`src/rtl/pa_fcnvt_ftoi_s_if.sv`:
```
// ---------------------------------------------------------------------------
// pa_fcnvt_ftoi_s_if
// Handshake bundle for the float-to-integer converter.
//   master : producer/consumer side (drives operands, flush and out_rdy)
//   slave  : converter side (drives in_rdy and the result channel)
// Signals:
//   ftoi_flush                  kill every in-flight operation
//   ftoi_in_vld / ftoi_in_rdy   operand channel handshake
//   ftoi_in_src                 IEEE-754 single operand
//   ftoi_in_sign                1: signed (W) result, 0: unsigned (WU)
//   ftoi_in_rm                  rounding mode
//   ftoi_in_tag                 opaque destination tag
//   ftoi_out_vld / ftoi_out_rdy result channel handshake
//   ftoi_out_rst                integer result
//   ftoi_out_fflags             {NV,DZ,OF,UF,NX}
//   ftoi_out_tag                tag travelling with the result
// ---------------------------------------------------------------------------
interface pa_fcnvt_ftoi_s_if #(
    parameter int TAG_W = 5
);
    logic             ftoi_flush;
    logic             ftoi_in_vld;
    logic             ftoi_in_rdy;
    logic [31:0]      ftoi_in_src;
    logic             ftoi_in_sign;
    logic [2:0]       ftoi_in_rm;
    logic [TAG_W-1:0] ftoi_in_tag;
    logic             ftoi_out_vld;
    logic             ftoi_out_rdy;
    logic [31:0]      ftoi_out_rst;
    logic [4:0]       ftoi_out_fflags;
    logic [TAG_W-1:0] ftoi_out_tag;

    modport master (
        output ftoi_flush,
        output ftoi_in_vld,
        input  ftoi_in_rdy,
        output ftoi_in_src,
        output ftoi_in_sign,
        output ftoi_in_rm,
        output ftoi_in_tag,
        input  ftoi_out_vld,
        output ftoi_out_rdy,
        input  ftoi_out_rst,
        input  ftoi_out_fflags,
        input  ftoi_out_tag
    );

    modport slave (
        input  ftoi_flush,
        input  ftoi_in_vld,
        output ftoi_in_rdy,
        input  ftoi_in_src,
        input  ftoi_in_sign,
        input  ftoi_in_rm,
        input  ftoi_in_tag,
        output ftoi_out_vld,
        input  ftoi_out_rdy,
        output ftoi_out_rst,
        output ftoi_out_fflags,
        output ftoi_out_tag
    );
endinterface

```
`src/rtl/pa_fcnvt_ftoi_s.sv`:
```
// ---------------------------------------------------------------------------
// pa_fcnvt_ftoi_s
// Single-precision float to 32-bit integer converter (FCVT.W.S / FCVT.WU.S).
// Two-stage pipeline: stage 1 unpacks and classifies the operand and works
// out the denormalising shift; stage 2 shifts, rounds, range-checks and
// saturates. Valid/ready handshake on both sides, flush kills in-flight ops.
// Ports:
//   forever_cpuclk  clock
//   cpurst          asynchronous active-high reset
//   ftoi            pa_fcnvt_ftoi_s_if.slave handshake bundle
// ---------------------------------------------------------------------------
module pa_fcnvt_ftoi_s #(
    parameter int TAG_W = 5
) (
    input  logic             forever_cpuclk,
    input  logic             cpurst,
    pa_fcnvt_ftoi_s_if.slave ftoi
);

    typedef enum logic [2:0] {
        CLS_NORM,
        CLS_ZERO,
        CLS_SUB,
        CLS_INF,
        CLS_NAN,
        CLS_HUGE
    } cls_e;

    localparam logic [4:0] RSH_MAX = 5'd26;

    function automatic logic f_round_inc(
        input logic [2:0] rm,
        input logic       neg,
        input logic       g,
        input logic       s,
        input logic       lsb
    );
        logic inc;
        case (rm)
            3'b001:  inc = 1'b0;
            3'b010:  inc = neg & (g | s);
            3'b011:  inc = ~neg & (g | s);
            3'b100:  inc = g;
            default: inc = g & (s | lsb);
        endcase
        return inc;
    endfunction

    function automatic logic f_in_range(
        input logic        sgn_mode,
        input logic        neg,
        input logic [32:0] mr
    );
        if (sgn_mode) begin
            return neg ? (mr <= 33'h0_8000_0000) : (mr <= 33'h0_7FFF_FFFF);
        end
        // A negative value that rounds to zero is still representable.
        return ~mr[32] & (~neg | (mr == 33'd0));
    endfunction

    function automatic logic [31:0] f_sat_value(
        input logic sgn_mode,
        input logic neg
    );
        if (neg) begin
            return sgn_mode ? 32'h8000_0000 : 32'h0000_0000;
        end
        return sgn_mode ? 32'h7FFF_FFFF : 32'hFFFF_FFFF;
    endfunction

    // ---------------- handshake control ----------------
    logic r_vld_p1;
    logic r_vld_p2;
    logic w_adv_p1;
    logic w_acc_p0;
    logic w_load_p2;

    assign w_adv_p1         = ~r_vld_p2 | ftoi.ftoi_out_rdy;
    assign ftoi.ftoi_in_rdy = ~ftoi.ftoi_flush & (~r_vld_p1 | w_adv_p1);
    assign w_acc_p0         = ftoi.ftoi_in_vld & ftoi.ftoi_in_rdy;
    assign w_load_p2        = r_vld_p1 & w_adv_p1 & ~ftoi.ftoi_flush;

    always_ff @(posedge forever_cpuclk or posedge cpurst) begin
        if (cpurst) begin
            r_vld_p1 <= 1'b0;
            r_vld_p2 <= 1'b0;
        end else if (ftoi.ftoi_flush) begin
            r_vld_p1 <= 1'b0;
            r_vld_p2 <= 1'b0;
        end else begin
            if (ftoi.ftoi_in_rdy) begin
                r_vld_p1 <= ftoi.ftoi_in_vld;
            end
            if (w_adv_p1) begin
                r_vld_p2 <= r_vld_p1;
            end
        end
    end

    // ---------------- stage 1: unpack / classify / shift amount ----------------
    logic [7:0]  w_exp_p0;
    logic [22:0] w_frac_p0;
    cls_e        w_cls_p0;
    logic        w_left_p0;
    logic [3:0]  w_lsh_p0;
    logic [7:0]  w_rdist_p0;
    logic [4:0]  w_rsh_p0;

    assign w_exp_p0   = ftoi.ftoi_in_src[30:23];
    assign w_frac_p0  = ftoi.ftoi_in_src[22:0];
    assign w_left_p0  = (w_exp_p0 >= 8'd150);
    // Left shifts only matter for exponents 150..158 (0..8 places); 150 has a
    // low nibble of 6, so the nibble difference is exact in that window.
    assign w_lsh_p0   = w_exp_p0[3:0] - 4'd6;
    assign w_rdist_p0 = 8'd150 - w_exp_p0;
    // Beyond 26 places every mantissa bit is already below the guard bit.
    assign w_rsh_p0   = (w_rdist_p0 > 8'd26) ? RSH_MAX : w_rdist_p0[4:0];

    always_comb begin
        w_cls_p0 = CLS_NORM;
        if (w_exp_p0 == 8'hFF) begin
            w_cls_p0 = (w_frac_p0 != 23'd0) ? CLS_NAN : CLS_INF;
        end else if (w_exp_p0 == 8'd0) begin
            w_cls_p0 = (w_frac_p0 != 23'd0) ? CLS_SUB : CLS_ZERO;
        end else if (w_exp_p0 >= 8'd159) begin
            // Magnitude at least 2^32: out of range in both modes.
            w_cls_p0 = CLS_HUGE;
        end
    end

    cls_e             r_cls_p1;
    logic             r_neg_p1;
    logic [23:0]      r_mant_p1;
    logic             r_left_p1;
    logic [3:0]       r_lsh_p1;
    logic [4:0]       r_rsh_p1;
    logic             r_sgn_p1;
    logic [2:0]       r_rm_p1;
    logic [TAG_W-1:0] r_tag_p1;

    always_ff @(posedge forever_cpuclk) begin
        if (w_acc_p0) begin
            r_cls_p1  <= w_cls_p0;
            r_neg_p1  <= ftoi.ftoi_in_src[31];
            r_mant_p1 <= {1'b1, w_frac_p0};
            r_left_p1 <= w_left_p0;
            r_lsh_p1  <= w_lsh_p0;
            r_rsh_p1  <= w_rsh_p0;
            r_sgn_p1  <= ftoi.ftoi_in_sign;
            r_rm_p1   <= ftoi.ftoi_in_rm;
            r_tag_p1  <= ftoi.ftoi_in_tag;
        end
    end

    // ---------------- stage 2: shift / round / saturate ----------------
    logic [49:0]        w_rwide_p1;
    logic [32:0]        w_mag_p1;
    logic               w_g_p1;
    logic               w_s_p1;
    logic               w_inc_p1;
    logic [32:0]        w_mr_p1;
    logic signed [31:0] w_negv_p1;
    logic               w_nv_p1;
    logic               w_nx_p1;
    logic [31:0]        w_res_p1;

    always_comb begin
        // Mantissa sits above 26 fraction bits: [25] is guard, [24:0] sticky.
        w_rwide_p1 = {r_mant_p1, 26'd0} >> r_rsh_p1;
        w_mag_p1   = 33'd0;
        w_g_p1     = 1'b0;
        w_s_p1     = 1'b0;
        case (r_cls_p1)
            CLS_NORM: begin
                if (r_left_p1) begin
                    w_mag_p1 = {9'd0, r_mant_p1} << r_lsh_p1;
                end else begin
                    w_mag_p1 = {9'd0, w_rwide_p1[49:26]};
                    w_g_p1   = w_rwide_p1[25];
                    w_s_p1   = |w_rwide_p1[24:0];
                end
            end
            CLS_SUB: w_s_p1 = 1'b1;
            default: ;
        endcase

        w_inc_p1  = f_round_inc(r_rm_p1, r_neg_p1, w_g_p1, w_s_p1, w_mag_p1[0]);
        w_mr_p1   = w_mag_p1 + {32'd0, w_inc_p1};
        w_negv_p1 = -$signed(w_mr_p1[31:0]);

        w_nv_p1  = 1'b0;
        w_res_p1 = 32'd0;
        case (r_cls_p1)
            CLS_NAN: begin
                w_nv_p1  = 1'b1;
                w_res_p1 = r_sgn_p1 ? 32'h7FFF_FFFF : 32'hFFFF_FFFF;
            end
            CLS_INF, CLS_HUGE: begin
                w_nv_p1  = 1'b1;
                w_res_p1 = f_sat_value(r_sgn_p1, r_neg_p1);
            end
            default: begin
                if (!f_in_range(r_sgn_p1, r_neg_p1, w_mr_p1)) begin
                    w_nv_p1  = 1'b1;
                    w_res_p1 = f_sat_value(r_sgn_p1, r_neg_p1);
                end else begin
                    w_res_p1 = r_neg_p1 ? w_negv_p1 : w_mr_p1[31:0];
                end
            end
        endcase
        w_nx_p1 = ~w_nv_p1 & (w_g_p1 | w_s_p1);
    end

    logic [31:0]      r_res_p2;
    logic [4:0]       r_flags_p2;
    logic [TAG_W-1:0] r_tag_p2;

    always_ff @(posedge forever_cpuclk or posedge cpurst) begin
        if (cpurst) begin
            r_res_p2   <= 32'd0;
            r_flags_p2 <= 5'd0;
            r_tag_p2   <= '0;
        end else if (w_load_p2) begin
            r_res_p2   <= w_res_p1;
            r_flags_p2 <= {w_nv_p1, 3'b000, w_nx_p1};
            r_tag_p2   <= r_tag_p1;
        end
    end

    assign ftoi.ftoi_out_vld    = r_vld_p2;
    assign ftoi.ftoi_out_rst    = r_res_p2;
    assign ftoi.ftoi_out_fflags = r_flags_p2;
    assign ftoi.ftoi_out_tag    = r_tag_p2;

endmodule

```
`src/flat_wrapper.sv`:
```
// flat-port wrapper written by rule: the top's interface ports become plain ports
module pa_fcnvt_ftoi_s_flat 
#(
    parameter int TAG_W = 5
)
  (forever_cpuclk, cpurst, ftoi_ftoi_flush, ftoi_ftoi_in_vld, ftoi_ftoi_in_rdy, ftoi_ftoi_in_src, ftoi_ftoi_in_sign, ftoi_ftoi_in_rm, ftoi_ftoi_in_tag, ftoi_ftoi_out_vld, ftoi_ftoi_out_rdy, ftoi_ftoi_out_rst, ftoi_ftoi_out_fflags, ftoi_ftoi_out_tag);
  pa_fcnvt_ftoi_s_if #(.TAG_W(TAG_W)) ftoi_i ();
  input  logic forever_cpuclk;
  input  logic cpurst;
  input wire logic [$bits(ftoi_i.ftoi_flush)-1:0] ftoi_ftoi_flush;
  input wire logic [$bits(ftoi_i.ftoi_in_vld)-1:0] ftoi_ftoi_in_vld;
  output wire logic [$bits(ftoi_i.ftoi_in_rdy)-1:0] ftoi_ftoi_in_rdy;
  input wire logic [$bits(ftoi_i.ftoi_in_src)-1:0] ftoi_ftoi_in_src;
  input wire logic [$bits(ftoi_i.ftoi_in_sign)-1:0] ftoi_ftoi_in_sign;
  input wire logic [$bits(ftoi_i.ftoi_in_rm)-1:0] ftoi_ftoi_in_rm;
  input wire logic [$bits(ftoi_i.ftoi_in_tag)-1:0] ftoi_ftoi_in_tag;
  output wire logic [$bits(ftoi_i.ftoi_out_vld)-1:0] ftoi_ftoi_out_vld;
  input wire logic [$bits(ftoi_i.ftoi_out_rdy)-1:0] ftoi_ftoi_out_rdy;
  output wire logic [$bits(ftoi_i.ftoi_out_rst)-1:0] ftoi_ftoi_out_rst;
  output wire logic [$bits(ftoi_i.ftoi_out_fflags)-1:0] ftoi_ftoi_out_fflags;
  output wire logic [$bits(ftoi_i.ftoi_out_tag)-1:0] ftoi_ftoi_out_tag;
  assign ftoi_i.ftoi_flush = ftoi_ftoi_flush;
  assign ftoi_i.ftoi_in_vld = ftoi_ftoi_in_vld;
  assign ftoi_ftoi_in_rdy = ftoi_i.ftoi_in_rdy;
  assign ftoi_i.ftoi_in_src = ftoi_ftoi_in_src;
  assign ftoi_i.ftoi_in_sign = ftoi_ftoi_in_sign;
  assign ftoi_i.ftoi_in_rm = ftoi_ftoi_in_rm;
  assign ftoi_i.ftoi_in_tag = ftoi_ftoi_in_tag;
  assign ftoi_ftoi_out_vld = ftoi_i.ftoi_out_vld;
  assign ftoi_i.ftoi_out_rdy = ftoi_ftoi_out_rdy;
  assign ftoi_ftoi_out_rst = ftoi_i.ftoi_out_rst;
  assign ftoi_ftoi_out_fflags = ftoi_i.ftoi_out_fflags;
  assign ftoi_ftoi_out_tag = ftoi_i.ftoi_out_tag;
  pa_fcnvt_ftoi_s #(.TAG_W(TAG_W)) u_core (.forever_cpuclk(forever_cpuclk), .cpurst(cpurst), .ftoi(ftoi_i));
endmodule
```
`config.mk`:
```
export PLATFORM = sky130hd
export DESIGN_NAME = pa_fcnvt_ftoi_s_flat
export DESIGN_NICKNAME = d
export VERILOG_FILES = /design/src/rtl/pa_fcnvt_ftoi_s_if.sv /design/src/rtl/pa_fcnvt_ftoi_s.sv /design/src/flat_wrapper.sv
export SDC_FILE = /design/constraint.sdc
export NUM_CORES = 1
export LEC_CHECK = 0
export CAP_MARGIN = 10
export CORE_MARGIN = 3
export CORE_UTILIZATION = 41
export DETAILED_ROUTE_END_ITERATION = 16
export SLEW_MARGIN = 10
export SYNTH_ARGS = -nofsm -noshare
export SYNTH_HDL_FRONTEND = slang
export SYNTH_SLANG_ARGS = --single-unit
```
`constraint.sdc`:
```
create_clock -name forever_cpuclk -period 9.2 [get_ports forever_cpuclk]
set_input_delay 1.84 -clock forever_cpuclk [delete_from_list [all_inputs] [get_ports forever_cpuclk]]
set_output_delay 1.84 -clock forever_cpuclk [all_outputs]
set_load 0.02 [all_outputs]
```
# == Yosys cells after proc, flatten, opt, wreduce, memory -nomap -nowiden ==
# Index checks and enable logic that the tools add are counted.
# totals
out_inout_bits,44
elab_cells,99
ff_bits,87
# op_classes
magnitude_cmp,5
shifts,2
n_reduce_logical,9
n_mux,36
n_bitwise,20
add_sub_neg,4
n_eq_ne,9
# ops
operator,n
$mux 32,7
$mux 33,2
$pmux 32 s2,1
$shr 50x5->50,1
$add 33x1->33,1
$le 33x31->1 const B,1
$le 33x32->1 const B,1
$logic_not 33->1,1
$shl 24x4->33,1
$neg 32->32,1
$reduce_or 25->1,1
$reduce_bool 23->1,1
$mux 1,19
$ge 8x8->1 const B,2
$eq 3x2->1 const B,4
$mux 3,4
$and 1x1->1,9
$eq 3x3->1 const B,3
$eq 8x8->1 const B,1
$gt 8x5->1 const B,1
$logic_not 8->1,1
$sub 8x8->8 const A,1
$not 1->1,6
$or 1x1->1,5
other kinds (9),10

# == Depth between registers and ports, before layout ==
# Gate-level depths: netlist of the first run.
# depth
word_depth,18
ltp_mapped,31
ltp_nobuf,25

# == Worst setup path after synthesis of the first run ==
# OpenSTA, ideal clock, no wires.
# synth_path
path_type,reg2reg
startpoint,register u_core.r_rsh_p1[0]
endpoint,register u_core.r_res_p2[19] (netlist: u_core.ftoi.ftoi_out_rst[19])
required_ns,9.113
arrival_ns,5.508
path_stages_with_launch,28
synth_period_minus_slack_ns,5.595
n_path_buf,3
slack_ns,3.605
path_cell_list,edfxtp_1 -> buf_6 -> buf_12 -> mux4_2 -> mux2_2 -> nor2_1 -> nand4_1 -> o31a_1 -> o41ai_1 -> a31oi_1 -> o21ai_0 -> nand2_1 -> a21oi_1 -> nor2_1 -> ha_1 -> nand2_1 -> a21oi_1 -> a32o_1 -> or4_1 -> a211oi_1 -> o21bai_1 -> a211o_1 -> nor4_1 -> a31oi_1 -> nand3b_4 -> and2_4 -> buf_6 -> a211oi_2
# synth_between
elab_chain_len,15
elab_cells_between_ends,29
classes_between,add/sub: 2; order compare: 2; shift: 1; mux: 14; bitwise: 8; reduce/logical: 2
# synth_rtl
item,line_no,rtl
"start, declared",pa_fcnvt_ftoi_s.sv:136,logic [4:0] r_rsh_p1;
"start signal, assigned",pa_fcnvt_ftoi_s.sv:148,r_rsh_p1 <= w_rsh_p0;
$shr 50x5->50 *,pa_fcnvt_ftoi_s.sv:169,"w_rwide_p1 = {r_mant_p1, 26'd0} >> r_rsh_p1;"
$reduce_or 25->1,pa_fcnvt_ftoi_s.sv:180,w_s_p1 = |w_rwide_p1[24:0];
$mux 1,pa_fcnvt_ftoi_s.sv:175,if (r_left_p1) begin
$pmux 1 s2,pa_fcnvt_ftoi_s.sv:173,case (r_cls_p1)
"$or 1x1->1, on equally long branches","pa_fcnvt_ftoi_s.sv:44, pa_fcnvt_ftoi_s.sv:41, pa_fcnvt_ftoi_s.sv:42",
"$and 1x1->1, on equally long branches","pa_fcnvt_ftoi_s.sv:44, pa_fcnvt_ftoi_s.sv:41, pa_fcnvt_ftoi_s.sv:42",
$pmux 1 s4,pa_fcnvt_ftoi_s.sv:39,case (rm)
$add 33x1->33 *,pa_fcnvt_ftoi_s.sv:188,"w_mr_p1 = w_mag_p1 + {32'd0, w_inc_p1};"
$le 33x31->1 (tied with other cells),pa_fcnvt_ftoi_s.sv:55,return neg ? (mr <= 33'h0_8000_0000) : (mr <= 33'h0_7FFF_FFFF);
$mux 1 or $or 1x1->1 (tied branches),"pa_fcnvt_ftoi_s.sv:55, pa_fcnvt_ftoi_s.sv:58",
$mux 1 or $and 1x1->1 (tied branches),"pa_fcnvt_ftoi_s.sv:54, pa_fcnvt_ftoi_s.sv:58",
$mux 1,pa_fcnvt_ftoi_s.sv:58,return ~mr[32] & (~neg | (mr == 33'd0));
$mux 1,pa_fcnvt_ftoi_s.sv:193,case (r_cls_p1)
$mux 32 *,pa_fcnvt_ftoi_s.sv:203,"if (!f_in_range(r_sgn_p1, r_neg_p1, w_mr_p1)) begin"
$pmux 32 s2 *,pa_fcnvt_ftoi_s.sv:193,
"end signal, assigned",pa_fcnvt_ftoi_s.sv:224,r_res_p2 <= w_res_p1;
"end, declared",pa_fcnvt_ftoi_s.sv:214,logic [31:0] r_res_p2;
# Every way passes the cells marked *; elsewhere a longest branch is shown, timed or not. The select of a mux whose other input is x is not followed.
# A chain may end at the register's enable or synchronous reset.

# == Worst setup path after layout of the first run ==
# layout_path
startpoint,register u_core.r_rsh_p1[0]
endpoint,register u_core.r_res_p2[20] (netlist: u_core.ftoi.ftoi_out_rst[20])
# The elaborated chain is that of the path after synthesis.

==> results.sh, run 1 <==
export IMPL_status="finished, final reports clean"
export IMPL_pre_cts_slack_ns=2.37
export IMPL_diodes=0
export IMPL_slew_limit_headroom_pct=27.1
export IMPL_period_share_pct=76.1
export IMPL_hold_violations=0
export IMPL_cts_resized=0
export IMPL_peakVddDrop_mv=0.0898
export IMPL_htreeDepth=3
export IMPL_cap_violations=0
export IMPL_hold_path_class="reg2reg"
export IMPL_die_y_um=153
export IMPL_yosysTopAreaCell="edfxtp_1"
export IMPL_setup_slack_ns=2.20
export IMPL_min_period_ns=7.00
export IMPL_clock_latency_ns=0.36
export IMPL_netlist_area_mm2=0.00882
export IMPL_seqPwrFrac_pct=35.9
export IMPL_hold_buffers=0
export IMPL_drt_wl_total_um=27100
export IMPL_numCtsBuffers=9
export IMPL_drtAntennaViolNets=0
export IMPL_ys_warn_count=0
export IMPL_final_common_cell="nor2_1"
export IMPL_synth_main_ff_cell="edfxtp_1"
export IMPL_critPathLaunchType="flop"
export IMPL_dieArea_mm2=0.0233
export IMPL_power_frac_comb_pct=31.7
export IMPL_start_util_pct=41.8
export IMPL_layout_common_cells="nor2_1 (91), clkdlybuf4s50_1 (86), nand2_1 (83), o21ai_0 (56), mux2i_1 (54)"
export IMPL_worst_pin_slew_ns=1.09
export IMPL_dp_hpwl_um=20600
export IMPL_via_per_inst=6.25
export IMPL_synth_top_area_share_pct=15.7
export IMPL_drive_gt1_share_pct=12.3
export IMPL_cp_max_fo=53
export IMPL_row_count=53
export IMPL_switching_share_pct=32.4
export IMPL_whs_ns=0.479
export IMPL_slew_viol_final=0
export IMPL_max_freq_ghz=0.143
export IMPL_path_class="reg2reg"
export IMPL_vias=8091
export IMPL_clk_pin_slew_ns=0.07
export IMPL_antenna_found_initial=0
export IMPL_die_w_um=153
export IMPL_numClockSinks=87
export IMPL_worst_ep_arrival_time_ns=7.27
export IMPL_syn2layout_area_growth_pct=14.1
export IMPL_synth_cells=981
export IMPL_drtPass1Iterations=5
export IMPL_layout_cells_non_filler=1295
export IMPL_core_area_mm2=0.0211
export IMPL_grt_max_degree=54
export IMPL_finalNetCount=1070
export IMPL_cts_tree="done"
export IMPL_synth_area_per_cell_um2=8.99
export IMPL_ys_seq_area_share_pct=27.3
export IMPL_drt_iter0_drc=771
export IMPL_placed_cells=1279
export IMPL_drc_errors=0
export IMPL_ios=90
export IMPL_wire_per_inst_um=20.9
export IMPL_grt_pass1_vias=7605
export IMPL_p_per_area_mw_per_mm2=138
export IMPL_finClkSkew_ns=0.0125
export IMPL_p_switching_w=0.000448
export IMPL_synth_distinct_cells=89
export IMPL_overflow=0
export IMPL_postCtsSetupRepairBufs=0
export IMPL_p_clk_share_pct=32.4
export IMPL_worst_setup_path_end_kind="flop"
export IMPL_tns_ns=0
export IMPL_grt_pass1_wl_um=42600
export IMPL_p_int_w=0.000936
export IMPL_ys_ff_latch=87
export IMPL_clock_path_buffers=2
export IMPL_synthArstFlopShare_pct=47.1
export IMPL_finalSetupViolCount=0
export IMPL_synth_edf_count=46
export IMPL_leakage_nw=3.64
export IMPL_track_usage_pct=22.6
export IMPL_gp_congestion=0.971
export IMPL_cp_required_ns=9.47
export IMPL_root_buffer="clkbuf_16"
export IMPL_io_buffers=86
export IMPL_rsz0062_at_grt="no"
export IMPL_ys_top_cells_by_area="edfxtp_1 (16%), dfrtp_1 (12%), mux4_2 (7.1%), mux2i_1 (6.1%), mux2_2 (4.1%)"
logic make-up (layout without fill, tap and decap cells):
group,after synthesis,count (layout),synth area share [%]
AO/OA/AOI/OAI,281,281,22.4
other,1,3,0.0425
buffers and inverters,99,136,5.72
AND/OR/NAND/NOR,335,335,20.0
XOR/XNOR,53,53,5.26
multiplexers,116,116,18.0
flip-flops,87,87,27.3
adder cells (fa/ha/maj),9,9,1.28
path summary, 6_finish.rpt:
check | end | depth (start not counted) | slack, ns | from
worst min register to register | u_core.ftoi.ftoi_out_tag[3] | 1 | 0.48 | u_core.r_tag_p1[3]
min in group asynchronous | u_core.ftoi.ftoi_out_rst[0] | 3 | 1.89 | cpurst
max in group asynchronous | u_core.ftoi.ftoi_out_rst[25] | 3 | 6.92 | cpurst
worst max-delay path | u_core.ftoi.ftoi_out_rst[20] | 26 | 2.20 | u_core.r_rsh_p1[0]
worst max register to register | u_core.ftoi.ftoi_out_rst[20] | 26 | 2.20 | u_core.r_rsh_p1[0]
worst min-delay path | u_core.ftoi.ftoi_out_tag[3] | 1 | 0.48 | u_core.r_tag_p1[3]
worst max-delay path: stages, from the launching register on:
cell      delay, ns
edfxtp_1       0.32
buf_4          0.55
mux4_2         0.65
mux2i_1        0.44
nand2_1        0.09
nor3_1         0.16
nand4_1        0.13
o31a_1         0.16
o41ai_1        0.35
a31oi_1        0.14
o21ai_0        0.24
nand2_1        0.10
a21oi_1        0.14
nor2_1         0.05
ha_1           0.22
nand2_1        0.07
a21oi_1        0.04
a32o_1         0.37
or4_1          0.52
a211oi_1       0.31
o21bai_1       0.18
a211o_1        0.28
nor4_1         0.39
a31oi_1        0.13
nand3b_4       0.34
and2_4         0.32
a211oi_1       0.19
power by group through the flow:
stage                     sequential (W)  combinational [W]  clock [W]
final                           0.000497           0.000439   0.000448
after global routing            0.000504           0.000471   0.000474
after CTS                       0.000497           0.000438   0.000459
after detailed placement        0.000506           0.000437          0
after global placement          0.000505           0.000435          0
after floorplan                 0.000538           0.000241          0
registers in the layout (all words and copies together), names as in the netlist, 2 cells and up:
signal and flops:
u_core.ftoi.ftoi_out_fflags 2, u_core.r_lsh_p1 4, u_core.r_rsh_p1 5, u_core.ftoi.ftoi_out_rst 32, u_core.r_mant_p1 23, u_core.r_tag_p1 5
u_core.r_cls_p1 3, u_core.r_rm_p1 3, u_core.ftoi.ftoi_out_tag 5
cell type report:
class,count,area (um2)
well taps,275,344
repair buffers,96,936
clock inverters,5,88.8
flip-flops and latches,87,2410
clock buffers,11,275
multi-input cells,797,5920
fillers,2086,11000
inverters,24,90.1
Yosys cell counts (6+ instances only):
| cell | n |
|---|---|
| buf_4 | 10 |
| nor2_1 | 91 |
| clkbuf_1 | 38 |
| xnor2_1 | 36 |
| nand2_1 | 83 |
| a21oi_1 | 41 |
| xor2_1 | 17 |
| o211ai_1 | 13 |
| or3_1 | 12 |
| buf_2 | 13 |
| and2_1 | 15 |
| dfrtp_1 | 41 |
| nand2b_1 | 13 |
| nand3_1 | 22 |
| a211oi_1 | 7 |
| nor2b_1 | 11 |
| nor4_1 | 11 |
| buf_6 | 6 |
| edfxtp_1 | 46 |
| a21o_1 | 7 |
| a221o_1 | 7 |
| o21a_1 | 28 |
| nor3_1 | 19 |
| mux2i_1 | 54 |
| mux2_2 | 32 |
| ha_1 | 9 |
| or2_2 | 8 |
| nand4_1 | 14 |
| a31oi_1 | 14 |
| a221oi_1 | 9 |
| mux4_2 | 28 |
| inv_1 | 22 |
| o22ai_1 | 21 |
| o21ai_0 | 56 |
| o31ai_1 | 6 |
metal layers:
metal	vias to the layer above	track usage [%]	wire, um
met5	-	0	0
met4	0	7.51	806
met3	54	3.55	1780
met2	299	35.9	12600
met1	3930	31.7	11900
li1	3808	-	-
metrics by stage:
step	cell area, um2	util (%)	power [W]
finish	10100	47.7	0.00138
CTS	10100	47.7	0.00139
detailed placement	9700	46.0	0.000942
floorplan	8830	-	0.000779
global placement	9700	46.0	0.000940
global route	10100	47.7	0.00145
Note: power is estimated with default switching activity, not from simulation.
==> run 2, diff against run 1 <==
==> constraint.sdc (replaced) <==
create_clock -name forever_cpuclk -period 6.1 [get_ports forever_cpuclk]
set_input_delay 1.22 -clock forever_cpuclk [delete_from_list [all_inputs] [get_ports forever_cpuclk]]
set_output_delay 1.22 -clock forever_cpuclk [all_outputs]
set_load 0.02 [all_outputs]
==> results.sh, run 2 (synthesis gave the netlist of run 1 again) <==
export IMPL_hold_violations=0
export IMPL_pre_cts_slack_ns=0.124
export IMPL_min_path_cells=1
export IMPL_layout_cells_non_filler=1359
export IMPL_post_route_util_pct=50.5
export IMPL_rr_endpoint="u_core.ftoi.ftoi_out_rst[31]"
export IMPL_wire_per_inst_um=20.4
export IMPL_min_period_ns=5.81
export IMPL_clk_pin_slew_ns=0.07
export IMPL_track_usage_pct=23.2
export IMPL_root_buffer="clkbuf_16"
export IMPL_total_power_w=0.00208
export IMPL_overflow=0
export IMPL_path_class="reg2reg"
export IMPL_drtAntennaViolNets=0
export IMPL_hold_path_class="reg2reg"
export IMPL_final_common_cell="nor2_1"
export IMPL_slew_limit_headroom_pct=28.7
export IMPL_htreeDepth=3
export IMPL_via_per_inst=6.24
export IMPL_core_area_mm2=0.0211
export IMPL_dieArea_mm2=0.0233
export IMPL_cap_violations=0
export IMPL_status="finished, final reports clean"
export IMPL_drc_errors=0
export IMPL_r2r_cells=25
export IMPL_grt_max_degree=47
export IMPL_worst_ep_arrival_time_ns=6.09
export IMPL_cp_common_cell="nor2_1"
export IMPL_cts_tree="done"
export IMPL_rsz0062_at_grt="yes"
export IMPL_p_per_area_mw_per_mm2=195
export IMPL_placed_cells=1338
export IMPL_hp_start="u_core.r_tag_p1[4]"
export IMPL_r2r_start="u_core.r_rsh_p1[0]"
export IMPL_cpPeakStageDelay_ns=0.56
export IMPL_drtPass1Iterations=5
export IMPL_numClockSinks=87
export IMPL_grt_pass1_vias=7962
export IMPL_largest_register_ffs=32
export IMPL_layout_common_cells="nor2_1 (89), clkdlybuf4s50_1 (86), nand2_1 (82), buf_4 (70), mux2i_1 (52)"
export IMPL_finalNetCount=1134
export IMPL_finClkSkew_ns=0.0115
export IMPL_vias=8474
export IMPL_grt_pass1_wl_um=43900
export IMPL_leakage_nw=3.95
export IMPL_diodes=0
export IMPL_drive_gt1_share_pct=19.2
export IMPL_numCtsBuffers=9
export IMPL_dp_hpwl_um=21500
export IMPL_cp_required_ns=6.38
export IMPL_clock_latency_ns=0.36
export IMPL_period_share_pct=95.3
export IMPL_peakVddDrop_mv=0.120
export IMPL_cp_max_fo=13
export IMPL_reg2reg_slack_ns=0.29
export IMPL_crit_slowest_cell="mux4_2"
export IMPL_n_fill_cell=2015
export IMPL_worst_pin_slew_ns=1.07
export IMPL_worst_setup_path_end_kind="flop"
export IMPL_ios=90
export IMPL_clock_path_buffers=2
export IMPL_io_buffers=86
export IMPL_syn2layout_area_growth_pct=20.8
export IMPL_gp_congestion=0.981
export IMPL_die_w_um=153
export IMPL_drt_wl_total_um=27800
export IMPL_die_y_um=153
export IMPL_hold_buffers=0
export IMPL_holdPathEnd="u_core.ftoi.ftoi_out_tag[4]"
export IMPL_row_count=53
export IMPL_start_util_pct=41.8
export IMPL_slew_viol_final=0
export IMPL_antenna_found_initial=0
export IMPL_setup_slack_ns=0.286
export IMPL_critPathLaunchType="flop"
export IMPL_max_freq_ghz=0.172
export IMPL_drt_iter0_drc=938
export IMPL_finalSetupViolCount=0
-- run 2: changes by cell type in the layout (fill, tap and decap cells not counted), sizes merged --
cell,delta
buf,+64
bufinv,-1
clkbuf,-1
clkinvlp,+1
inv,+1
-- run 2: repair_timing --
action,CTS,global route
resized for setup,0,44
hold endpoints to repair,0,0
setup endpoints to repair,0,34
setup buffers,0,5
-- run 2: cell type report --
class / instances / area, um2 / area share [%]
Clock buffer: 10 / 250 / 2.35
Clock inverter: 6 / 78.8 / 0.740
Inverter: 24 / 93.8 / 0.881
Multi-Input combinational cell: 797 / 6040 / 56.7
Sequential cell: 87 / 2410 / 22.6
Tap cell: 275 / 344 / 3.23
Timing Repair Buffer: 160 / 1440 / 13.5
-- run 2: worst max path at each step --
stage                  startpoint                             end  slack, ns  cells after the start
6_report       u_core.r_rsh_p1[0]    u_core.ftoi.ftoi_out_rst[31]       0.29                     25
3_5_place_dp   u_core.r_rsh_p1[0]    u_core.ftoi.ftoi_out_rst[17]       0.12                     26
2_1_floorplan  u_core.r_rsh_p1[0]    u_core.ftoi.ftoi_out_rst[19]       0.51                     27
5_1_grt        u_core.r_rsh_p1[1]    u_core.ftoi.ftoi_out_rst[30]      -0.04                     27
4_1_cts        u_core.r_rsh_p1[0]    u_core.ftoi.ftoi_out_rst[17]       0.08                     28
3_3_place_gp   u_core.r_rsh_p1[0]  u_core.ftoi.ftoi_out_fflags[4]       0.16                     25
-- run 2: critical path: cells and delay by family, from the launching register on --
| kind | cells | cell delay (ns) |
|---|---|---|
| AOI/OAI and AO/OA | 10 | 2.19 |
| xor gates and xnor gates | 1 | 0.16 |
| adders and majority gates | 1 | 0.20 |
| buffers and inverters | 2 | 0.35 |
| DFF | 1 | 0.37 |
| muxes | 2 | 0.78 |
| and+or+nand+nor | 9 | 1.69 |
-- run 2: through the flow --
stage | setup TNS, ns | hold slack (ns) | instance area, um2
global placement | 0 | 0.457 | 10200
finish | 0 | 0.477 | 10700
CTS | 0 | 0.482 | 10500
global route | -0.130 | 0.498 | 10700
detailed placement | 0 | 0.465 | 10200
floorplan | 0 | 0.454 | 8830
-- run 2: report_power, final --
part | total (W) | switching [W] | internal [W]
clock network | 0.000623 | 0.000269 | 0.000353
logic | 0.000715 | 0.000380 | 0.000335
registers | 0.000741 | 0.0000485 | 0.000692
-- run 2: metal layers --
| layer | GRT usage [%] | up-vias | routed length, um |
|---|---|---|---|
| li1 | - | 3940 | - |
| met1 | 32.3 | 4113 | 12200 |
| met2 | 37.0 | 370 | 12800 |
| met3 | 3.83 | 51 | 1990 |
| met4 | 7.42 | 0 | 784 |
| met5 | 0 | - | 0 |
==> run 3, diff against run 2 <==
--- a/config.mk
+++ b/config.mk
@@ -6,9 +6,11 @@
 export NUM_CORES = 1
 export LEC_CHECK = 0
 export CAP_MARGIN = 10
-export CORE_MARGIN = 3
+export CORE_MARGIN = 8
 export CORE_UTILIZATION = 41
 export DETAILED_ROUTE_END_ITERATION = 16
+export REMOVE_ABC_BUFFERS = 1
+export SKIP_CTS_REPAIR_TIMING = 1
 export SLEW_MARGIN = 10
 export SYNTH_ARGS = -nofsm -noshare
 export SYNTH_HDL_FRONTEND = slang
==> results.sh, run 3 (synthesis gave the netlist of run 1 again) <==
export IMPL_worst_pin_slew_ns=1.40
export IMPL_setup_slack_ns=0.171
export IMPL_worst_ep_arrival_time_ns=6.22
export IMPL_p_int_w=0.00138
export IMPL_drive_gt1_share_pct=22.9
export IMPL_p_per_area_mw_per_mm2=189
export IMPL_clock_latency_ns=0.35
export IMPL_hold_violations=0
export IMPL_start_util_pct=41.8
export IMPL_hp_start="u_core.r_tag_p1[0]"
export IMPL_gp_congestion=0.959
export IMPL_whs_ns=0.481
export IMPL_leakage_nw=4.12
export IMPL_via_per_inst=6.19
export IMPL_cp_required_ns=6.39
export IMPL_final_common_cell="nor2_1"
export IMPL_track_usage_pct=21.4
export IMPL_drt_wl_total_um=29500
export IMPL_max_freq_ghz=0.169
export IMPL_p_switching_w=0.000712
export IMPL_drt_iter0_drc=869
export IMPL_grt_pass1_vias=8302
export IMPL_seqPwrFrac_pct=35.7
export IMPL_cts_tree="done"
export IMPL_finalNetCount=1157
export IMPL_critPathLaunchType="flop"
export IMPL_r2r_cells=29
export IMPL_total_power_w=0.00209
export IMPL_path_class="reg2reg"
export IMPL_core_area_mm2=0.0211
export IMPL_numCtsBuffers=9
export IMPL_peakVddDrop_mv=0.119
export IMPL_status="finished, final reports clean"
export IMPL_slew_limit_headroom_pct=6.55
export IMPL_design_area_mm2=0.0111
export IMPL_syn2layout_area_growth_pct=25.6
export IMPL_overflow=0
export IMPL_io_buffers=86
export IMPL_clock_path_buffers=2
export IMPL_layout_common_cells="nor2_1 (89), clkdlybuf4s50_1 (86), nand2_1 (82), buf_4 (82), mux2i_1 (49)"
export IMPL_power_frac_comb_pct=35.8
export IMPL_clk_pin_slew_ns=0.07
export IMPL_grt_max_degree=47
export IMPL_grt_pass1_wl_um=45400
export IMPL_dieArea_mm2=0.0265
export IMPL_period_share_pct=97.2
export IMPL_htreeDepth=3
export IMPL_finalSetupViolCount=0
export IMPL_die_w_um=163
export IMPL_drc_errors=0
export IMPL_min_path_cells=1
export IMPL_p_clk_share_pct=28.5
export IMPL_ios=90
export IMPL_crit_slowest_cell="mux4_2"
export IMPL_dp_hpwl_um=22100
export IMPL_cap_violations=0
export IMPL_drtAntennaViolNets=0
export IMPL_largest_register_ffs=32
export IMPL_wire_per_inst_um=21.3
export IMPL_die_y_um=163
export IMPL_pre_cts_slack_ns=0.0805
export IMPL_row_count=53
export IMPL_hold_path_class="reg2reg"
export IMPL_finClkSkew_ns=0.0111
export IMPL_antenna_found_initial=0
export IMPL_diodes=0
export IMPL_vias=8551
export IMPL_root_buffer="clkbuf_16"
export IMPL_drtPass1Iterations=6
export IMPL_worst_setup_path_end_kind="flop"
export IMPL_tns_ns=0
export IMPL_n_fill_cell=1960
export IMPL_cpPeakStageDelay_ns=0.56
export IMPL_cp_max_fo=8
export IMPL_switching_share_pct=34.0
export IMPL_slew_viol_final=0
export IMPL_min_period_ns=5.93
export IMPL_dpl_instance_area_mm2=0.0102
export IMPL_r2r_start="u_core.r_rsh_p1[0]"
export IMPL_crit_start="u_core.r_rsh_p1[0]"
export IMPL_numClockSinks=87
## run 3: cell type report
cell class	count	area, um2	area share (%)
Inverter	24	90.1	0.813
Sequential cell	87	2410	21.7
Tap cell	275	344	3.11
Clock inverter	5	46.3	0.418
Clock buffer	11	275	2.49
Multi-Input combinational cell	797	6180	55.8
Timing Repair Buffer	183	1740	15.7
## run 3: metrics by stage
stage | cells | utilization, %
after CTS | 1356 | 49.9
after floorplan | 908 | -
after global routing | 1382 | 52.5
final | 1382 | 52.5
after global placement | 1340 | 48.3
after detailed placement | 1340 | 48.3
## run 3: path summary, 6_finish.rpt
kind	slack, ns	end
max	0.17	u_core.ftoi.ftoi_out_rst[6]
min	0.48	u_core.ftoi.ftoi_out_tag[0]
max reg2reg	0.17	u_core.ftoi.ftoi_out_rst[6]
min reg2reg	0.48	u_core.ftoi.ftoi_out_tag[0]
max in group asynchronous	4.44	u_core.ftoi.ftoi_out_rst[2]
min in group asynchronous	1.29	u_core.ftoi.ftoi_out_rst[26]
## run 3: routing by layer
layer / up-vias / routed length (um) / GRT usage, %
li1: 3989 / - / -
met1: 4105 / 12700 / 28.4
met2: 392 / 13600 / 34.1
met3: 65 / 2230 / 3.87
met4: 0 / 925 / 8.22
met5: - / 0 / 0
## run 3: worst max-delay path, delay by kind of cell, from the launching register on
family | cells | cell delay (ns)
and+or+nand+nor | 5 | 1.31
AOI/OAI and AO/OA | 14 | 2.05
DFF | 1 | 0.46
muxes | 2 | 0.73
buffers and inverters | 6 | 0.96
adders and majority gates | 2 | 0.33
## run 3: power by group through the flow
stage | combinational (W) | clock [W] | sequential [W]
final | 0.000749 | 0.000596 | 0.000747
after global routing | 0.000801 | 0.000629 | 0.000756
after CTS | 0.000698 | 0.000610 | 0.000746
after detailed placement | 0.000696 | 0 | 0.000758
after global placement | 0.000693 | 0 | 0.000758
after floorplan | 0.000325 | 0 | 0.000833
